## src/rtl/mem_arb_pkg.sv

```systemverilog
// Shared definitions for the IF/MEM RAM port arbiter.
package mem_arb_pkg;

    // Arbiter FSM state encoding.
    typedef enum logic [1:0] {
        StIdle    = 2'd0,
        StBusyIf  = 2'd1,
        StBusyMem = 2'd2,
        StAck     = 2'd3
    } arb_state_e;

    // Latency counter width and the largest RAM latency it can count.
    localparam int unsigned CNT_W   = 4;
    localparam int unsigned LAT_MAX = 15;

endpackage

```

## src/rtl/mem_port_arbiter.sv

```systemverilog
// Serialises IF fetches and MEM loads/stores onto one fixed-latency RAM port.
// MEM has fixed priority; a fetch dropped mid-access completes silently.
module mem_port_arbiter
    import mem_arb_pkg::*;
#(
    parameter int unsigned AW  = 32,
    parameter int unsigned DW  = 32,
    parameter int unsigned LAT = 2
) (
    input  logic          clk,
    input  logic          rst_n,
    input  logic          if_req,
    input  logic [AW-1:0] if_addr,
    output logic          if_ack,
    output logic [DW-1:0] if_rdata,
    input  logic          mem_req,
    input  logic          mem_we,
    input  logic [AW-1:0] mem_addr,
    input  logic [DW-1:0] mem_wdata,
    output logic          mem_ack,
    output logic [DW-1:0] mem_rdata,
    output logic          ram_en,
    output logic          ram_we,
    output logic [AW-1:0] ram_addr,
    output logic [DW-1:0] ram_wdata,
    input  logic [DW-1:0] ram_rdata,
    output logic          pipe_stall
);

    // Counter load value; LAT is legal only in 1..LAT_MAX so it fits in CNT_W bits.
    localparam logic [CNT_W-1:0] LAT_CNT = CNT_W'(LAT);

    arb_state_e       state_q, state_d;
    logic [CNT_W-1:0] cnt_q, cnt_d;
    logic             abort_q, abort_d;
    logic             ram_en_q, ram_en_d;
    logic             ram_we_q, ram_we_d;
    logic [AW-1:0]    ram_addr_q, ram_addr_d;
    logic [DW-1:0]    ram_wdata_q, ram_wdata_d;
    logic             if_ack_q, if_ack_d;
    logic             mem_ack_q, mem_ack_d;
    logic [DW-1:0]    if_rdata_q, if_rdata_d;
    logic [DW-1:0]    mem_rdata_q, mem_rdata_d;

    // Next-state: grant in IDLE, count down the RAM latency, capture data, ack.
    always_comb begin
        state_d     = state_q;
        cnt_d       = cnt_q;
        abort_d     = abort_q;
        ram_en_d    = 1'b0;
        ram_we_d    = ram_we_q;
        ram_addr_d  = ram_addr_q;
        ram_wdata_d = ram_wdata_q;
        if_ack_d    = 1'b0;
        mem_ack_d   = 1'b0;
        if_rdata_d  = if_rdata_q;
        mem_rdata_d = mem_rdata_q;

        unique case (state_q)
            StIdle: begin
                if (mem_req) begin
                    state_d     = StBusyMem;
                    ram_en_d    = 1'b1;
                    ram_we_d    = mem_we;
                    ram_addr_d  = mem_addr;
                    ram_wdata_d = mem_wdata;
                    cnt_d       = LAT_CNT;
                end else if (if_req) begin
                    state_d    = StBusyIf;
                    ram_en_d   = 1'b1;
                    ram_we_d   = 1'b0;
                    ram_addr_d = if_addr;
                    cnt_d      = LAT_CNT;
                end
            end
            StBusyIf: begin
                // A dropped request at any point cancels the fetch for good.
                if (!if_req) begin
                    abort_d = 1'b1;
                end
                if (cnt_q == '0) begin
                    state_d = StAck;
                    if (if_req && !abort_q) begin
                        if_rdata_d = ram_rdata;
                        if_ack_d   = 1'b1;
                    end
                end else begin
                    cnt_d = cnt_q - 1'b1;
                end
            end
            StBusyMem: begin
                if (cnt_q == '0) begin
                    state_d   = StAck;
                    mem_ack_d = 1'b1;
                    if (!ram_we_q) begin
                        mem_rdata_d = ram_rdata;
                    end
                end else begin
                    cnt_d = cnt_q - 1'b1;
                end
            end
            StAck: begin
                // No grant here: the acked requester may still show req this cycle.
                state_d = StIdle;
                abort_d = 1'b0;
            end
            default: begin
                state_d = StIdle;
            end
        endcase
    end

    // State and output registers with asynchronous reset.
    always_ff @(posedge clk or negedge rst_n) begin
        if (!rst_n) begin
            state_q     <= StIdle;
            cnt_q       <= '0;
            abort_q     <= 1'b0;
            ram_en_q    <= 1'b0;
            ram_we_q    <= 1'b0;
            ram_addr_q  <= '0;
            ram_wdata_q <= '0;
            if_ack_q    <= 1'b0;
            mem_ack_q   <= 1'b0;
            if_rdata_q  <= '0;
            mem_rdata_q <= '0;
        end else begin
            state_q     <= state_d;
            cnt_q       <= cnt_d;
            abort_q     <= abort_d;
            ram_en_q    <= ram_en_d;
            ram_we_q    <= ram_we_d;
            ram_addr_q  <= ram_addr_d;
            ram_wdata_q <= ram_wdata_d;
            if_ack_q    <= if_ack_d;
            mem_ack_q   <= mem_ack_d;
            if_rdata_q  <= if_rdata_d;
            mem_rdata_q <= mem_rdata_d;
        end
    end

    assign ram_en    = ram_en_q;
    assign ram_we    = ram_we_q;
    assign ram_addr  = ram_addr_q;
    assign ram_wdata = ram_wdata_q;
    assign if_ack    = if_ack_q;
    assign mem_ack   = mem_ack_q;
    assign if_rdata  = if_rdata_q;
    assign mem_rdata = mem_rdata_q;

    assign pipe_stall = (if_req & ~if_ack_q) | (mem_req & ~mem_ack_q);

endmodule
```

## config.mk

```make
export PLATFORM = sky130hd
export DESIGN_NAME = mem_port_arbiter
export DESIGN_NICKNAME = d
export VERILOG_FILES = /design/src/rtl/mem_arb_pkg.sv /design/src/rtl/mem_port_arbiter.sv
export SDC_FILE = /design/constraint.sdc
export NUM_CORES = 1
export LEC_CHECK = 0
export CORE_ASPECT_RATIO = 1.75
export CORE_UTILIZATION = 40
export CTS_BUF_LIST = sky130_fd_sc_hd__clkbuf_2
export DETAILED_ROUTE_END_ITERATION = 8
export PLACE_DENSITY = 0.77
export SETUP_SLACK_MARGIN = 0.1
export SYNTH_ARGS = -nofsm -noshare
export SYNTH_HDL_FRONTEND = slang
export SYNTH_SLANG_ARGS = --single-unit
```

## constraint.sdc

```tcl
create_clock -name clk -period 4 [get_ports clk]
set_clock_uncertainty 0.05 [all_clocks]
set_input_delay 0.6 -clock clk [delete_from_list [all_inputs] [get_ports clk]]
set_output_delay 0.6 -clock clk [all_outputs]
set_load 0.1 [all_outputs]
```

# Word-level counts from Yosys, hierarchy flattened
# Index checks and enable logic that the tools add are counted.
# totals
word_cells	62
ram_bits	0
output_inout_bits	133
latchBits	0
rom_bits	0
reg_bits	139
in_bits	133
n_memories	0
# classes
multipliers	0
muxes	22
n_addsub	1
reduce_logical	15
shift	0
div	0
bitwise	6
eq_ne	7
magnitude_cmp	0
# op_table
cell	n
$mux W32	2
$mux W4	3
$mux W1	11
$reduce_and A3 Y1	3
$pmux W4 S2	1
$reduce_and A2 Y1	4
$mux W2	3
$pmux W2 S3	1
$reduce_bool A2 Y1	3
$eq A2 B2 Y1 const B	2
$logic_not A4 Y1	1
$ne A2 B2 Y1 const B	2
$sub A4 B1 Y4 const B	1
$ne A3 B3 Y1 const B	1
$not A1 Y1	3
$and A1 B1 Y1	2
$eq A2 B1 Y1 const B	1
$logic_not A2 Y1	1
$ne A2 B1 Y1 const B	1
$pmux W1 S2	1
$reduce_or A2 Y1	1
$logic_and A1 B1 Y1	1
$logic_not A1 Y1	1
$or A1 B1 Y1	1

# Logic depth before layout (Yosys ltp)
# logic_depth
ltp_word	5
depth_mapped	7

# Least setup slack after synthesis
# Ideal clock, no wire load.
# synth_path
path_kind	in2out
startpoint	input mem_req
endpoint	output pipe_stall
stages	4
arrival_ps	2756
setup_slack_ps	594
cell_sequence	buf_1 -> buf_2 -> inv_1 -> o22ai_1
# synth_between
elab_chain_cells	2
# synth_rtl
item	line	rtl
from (decl)	mem_port_arbiter.sv:16	input logic mem_req,
$and A1 B1 Y1	mem_port_arbiter.sv:151	assign pipe_stall = (if_req & ~if_ack_q) | (mem_req & ~mem_ack_q);
$or A1 B1 Y1	mem_port_arbiter.sv:151	
to (decl)	mem_port_arbiter.sv:27	output logic pipe_stall
# No other way between the ends.

# Worst setup path in the final report
# layout_path
startpoint	register ram_addr_q[27] (netlist: ram_addr[27])
endpoint	output ram_addr[27]
# layout_rtl
item	line	rtl
from (decl)	mem_port_arbiter.sv:38	logic [AW-1:0] ram_addr_q, ram_addr_d;
from (signal assigned)	mem_port_arbiter.sv:133	ram_addr_q <= ram_addr_d;
to (decl)	mem_port_arbiter.sv:24	output logic [AW-1:0] ram_addr,
# No word-level cell between the ends.

==> summary.txt <==
Logic synthesis
  • FFs w/ async S/R, synth: 1.00
  • Yosys top cell area share: 0.615
  • Post-synthesis instance total: 409
  • Synth unique cells: 31
  • Synthesized Nets: 549
  • Post-synth EDFFs: 0
  • Synth top area cells: dfrtp_1, mux2_2, mux2i_1, o21ai_0, nand2_1
  • Sequential area share after synthesis: 0.615
  • Flops & latches, synth: 139
  • Synth warn: 0
  • Primary FF master, synth: dfrtp_1
  • Area of the mapped netlist: 5650 um^2
  • Syn Area/Cell: 13.8 um^2
  • Top cell type by total area after synthesis: dfrtp_1

Setup path
  • Endpoint class of the critical path: output port
  • CP max FO: 2
  • WS Path Type: register to output port
  • Worst path cell trace: clkdlybuf4s50_1
  • Required time worst endpoint: 3.35 ns
  • Top delay family on crit path: buffers and inverters
  • WP data arrival: 2.28 ns
  • CP max stage delay: 1.19 ns
  • Startpoint Class: register
  • Crit-path slowest cell: clkdlybuf4s50_1
  • CP bufs+invs: 1

Timing
  • Slew Limit Headroom: 0.298
  • Max Freq: 341 MHz
  • Final hold vios: 0
  • Final Max Slew Viols: 0
  • Minimum clock period: 2.93 ns
  • Worst-margin pin slew: 1.05 ns
  • Setup TNS: 0 ns
  • RSZ-0062 raised after global routing: no
  • Setup violations, final: 0
  • Crit share post-route: 0.732

Cells and area
  • NumNets Final: 819
  • Proportion of layout cells with a drive suffix above 1: 0.197
  • Area added between synthesis and finish: 54.9%

CTS
  • Worst-path clk slew: 0.23 ns
  • CTS resizes: 0
  • Clock Sinks: 139
  • Root buf cell: clkbuf_2
  • Clock latency on the worst-skew pair: 0.66 ns
  • CTS tree: built
  • Clock Path Buffers: 2
  • Htree depth: 4
  • Inserted Clock Buffers: 17

Die
  • DIE AREA: 14,600 um^2
  • Area of the core: 13,800 um^2
  • Chip height: 159 um
  • DIE WIDTH: 91.9 um
  • Starting Density: 0.409
  • I/O pin cnt: 266
  • Rows: 57

Min path
  • Hold Crit Class: input port to register

Drt
  • Drt initial violations: 97
  • Post-DRT Antenna Nets: 0
  • Vias/cell: 4.87
  • WL per Instance: 16.1 um
  • TritonRoute pass-1 iters: 6
  • Vias: 4,237
  • Total Wirelength: 14,000 um
  • # DRC: 0

Status
  • Run status: finished clean

Global routing
  • Largest net degree at the start of global routing: 104
  • First-pass GRT wire length: 23,000 um
  • Number of global-route vias before repair: 4,514
  • Initial antenna violation count: 1
  • Grt ovf: 0
  • Tot GR Track Use: 0.202

Place
  • GP Congestion: 0.778
  • Port Buffers: 265
  • DP Wirelength: 10,700 um

Run
  • Max-Cap Viols: 0
-- metrics by stage --
step                      area [um^2]  utilization  instances  hold WS (ns)  setup WS (ns)
after global routing             8760        0.633        870         0.234          0.936
after floorplan                  5650            -        409         0.254          0.594
final                            8760        0.633        870         0.314           1.07
after detailed placement         8470        0.612        836         0.420           1.44
after global placement           8470        0.612        836         0.413           1.51
after CTS                        8750        0.633        869         0.225          0.988
-- logic make-up after synthesis --
logic type	count (synthesis)	share of synthesized area
AO/OA/AOI/OAI	48	0.0471
adder cells (fa/ha/maj)	7	0.0155
buffers and inverters	29	0.0248
flip-flops	139	0.615
multiplexers	128	0.248
AND/OR/NAND/NOR	58	0.0496
-- synthesized netlist by cell type, drive strengths merged (2+ instances only) --
cell      n
mux2     96
nand2    37
or3b      2
nand3b    2
inv       7
mux2i    32
nor2      2
ha        7
a21oi     4
clkbuf    8
nor3      2
nand3     4
dfrtp   139
nor2b     2
nor3b     2
nand4     3
o21ai    36
o211ai    2
buf      14
o22ai     2
-- registers in the layout, indices dropped and copies added, names as in the netlist, 2 cells and up --
name / flops
ram_wdata: 32
state_q: 2
mem_rdata: 32
cnt_q: 4
ram_addr: 32
if_rdata: 32
-- area by class of cell --
cell class,count,area (um^2)
Sequential cell,139,3480
Fill cell,1098,5080
Multi-Input combinational cell,241,2050
Clock inverter,15,188
Inverter,7,26.3
Antenna cell,1,2.50
Timing Repair Buffer,273,2710
Clock buffer,17,85.1
Tap cell,177,221
-- layer usage --
layer | up-vias | track usage | part of all wire
li1 | 1978 | - | -
met1 | 2035 | 0.212 | 0.35
met2 | 191 | 0.369 | 0.55
met3 | 33 | 0.0578 | 0.065
met4 | 0 | 0.0866 | 0.033
met5 | - | 0 | 0
-- timing repair --
item	CTS	global route
endpoints found under the setup margin	0	0
setup buffers	0	0
hold endpoints to repair	101	0
hold buffers	1	0
-- worst paths after layout --
kind	end	startpoint	cells after the start	slack, ns
worst max-delay path	ram_addr[27]	ram_addr[27]	1	1.07
worst min-delay path	ram_we	mem_req	2	0.31
worst max register to register	if_rdata[3]	cnt_q[0]	6	1.57
worst min register to register	ram_addr[28]	ram_addr[28]	2	0.46
max in group asynchronous	mem_ack	rst_n	3	2.52
min in group asynchronous	mem_rdata[4]	rst_n	2	0.53
-- placed cells by master, fill, tap and decap left out, types with 2 or more instances in the layout --
cell type and count:
nor3b_1 2, clkinv_1 2, inv_8 2, o21ai_0 35
inv_1 7, nor2_1 2, nand3b_1 2, buf_4 8
nand3_1 4, clkinv_4 2, mux2i_1 32, mux2_2 93
mux2_1 3, bufinv_16 3, o211ai_1 2, a21oi_1 4
clkbuf_2 17, dfrtp_1 139, ha_1 7, inv_6 4
clkdlybuf4s50_1 262, nand2_1 37, clkinvlp_4 2, o22ai_1 2
nor2b_1 2, nand4_1 3
Power is left out: the tool's default activity adds up to more than one toggle a clock period on the data nets, which glitch-free logic cannot reach.
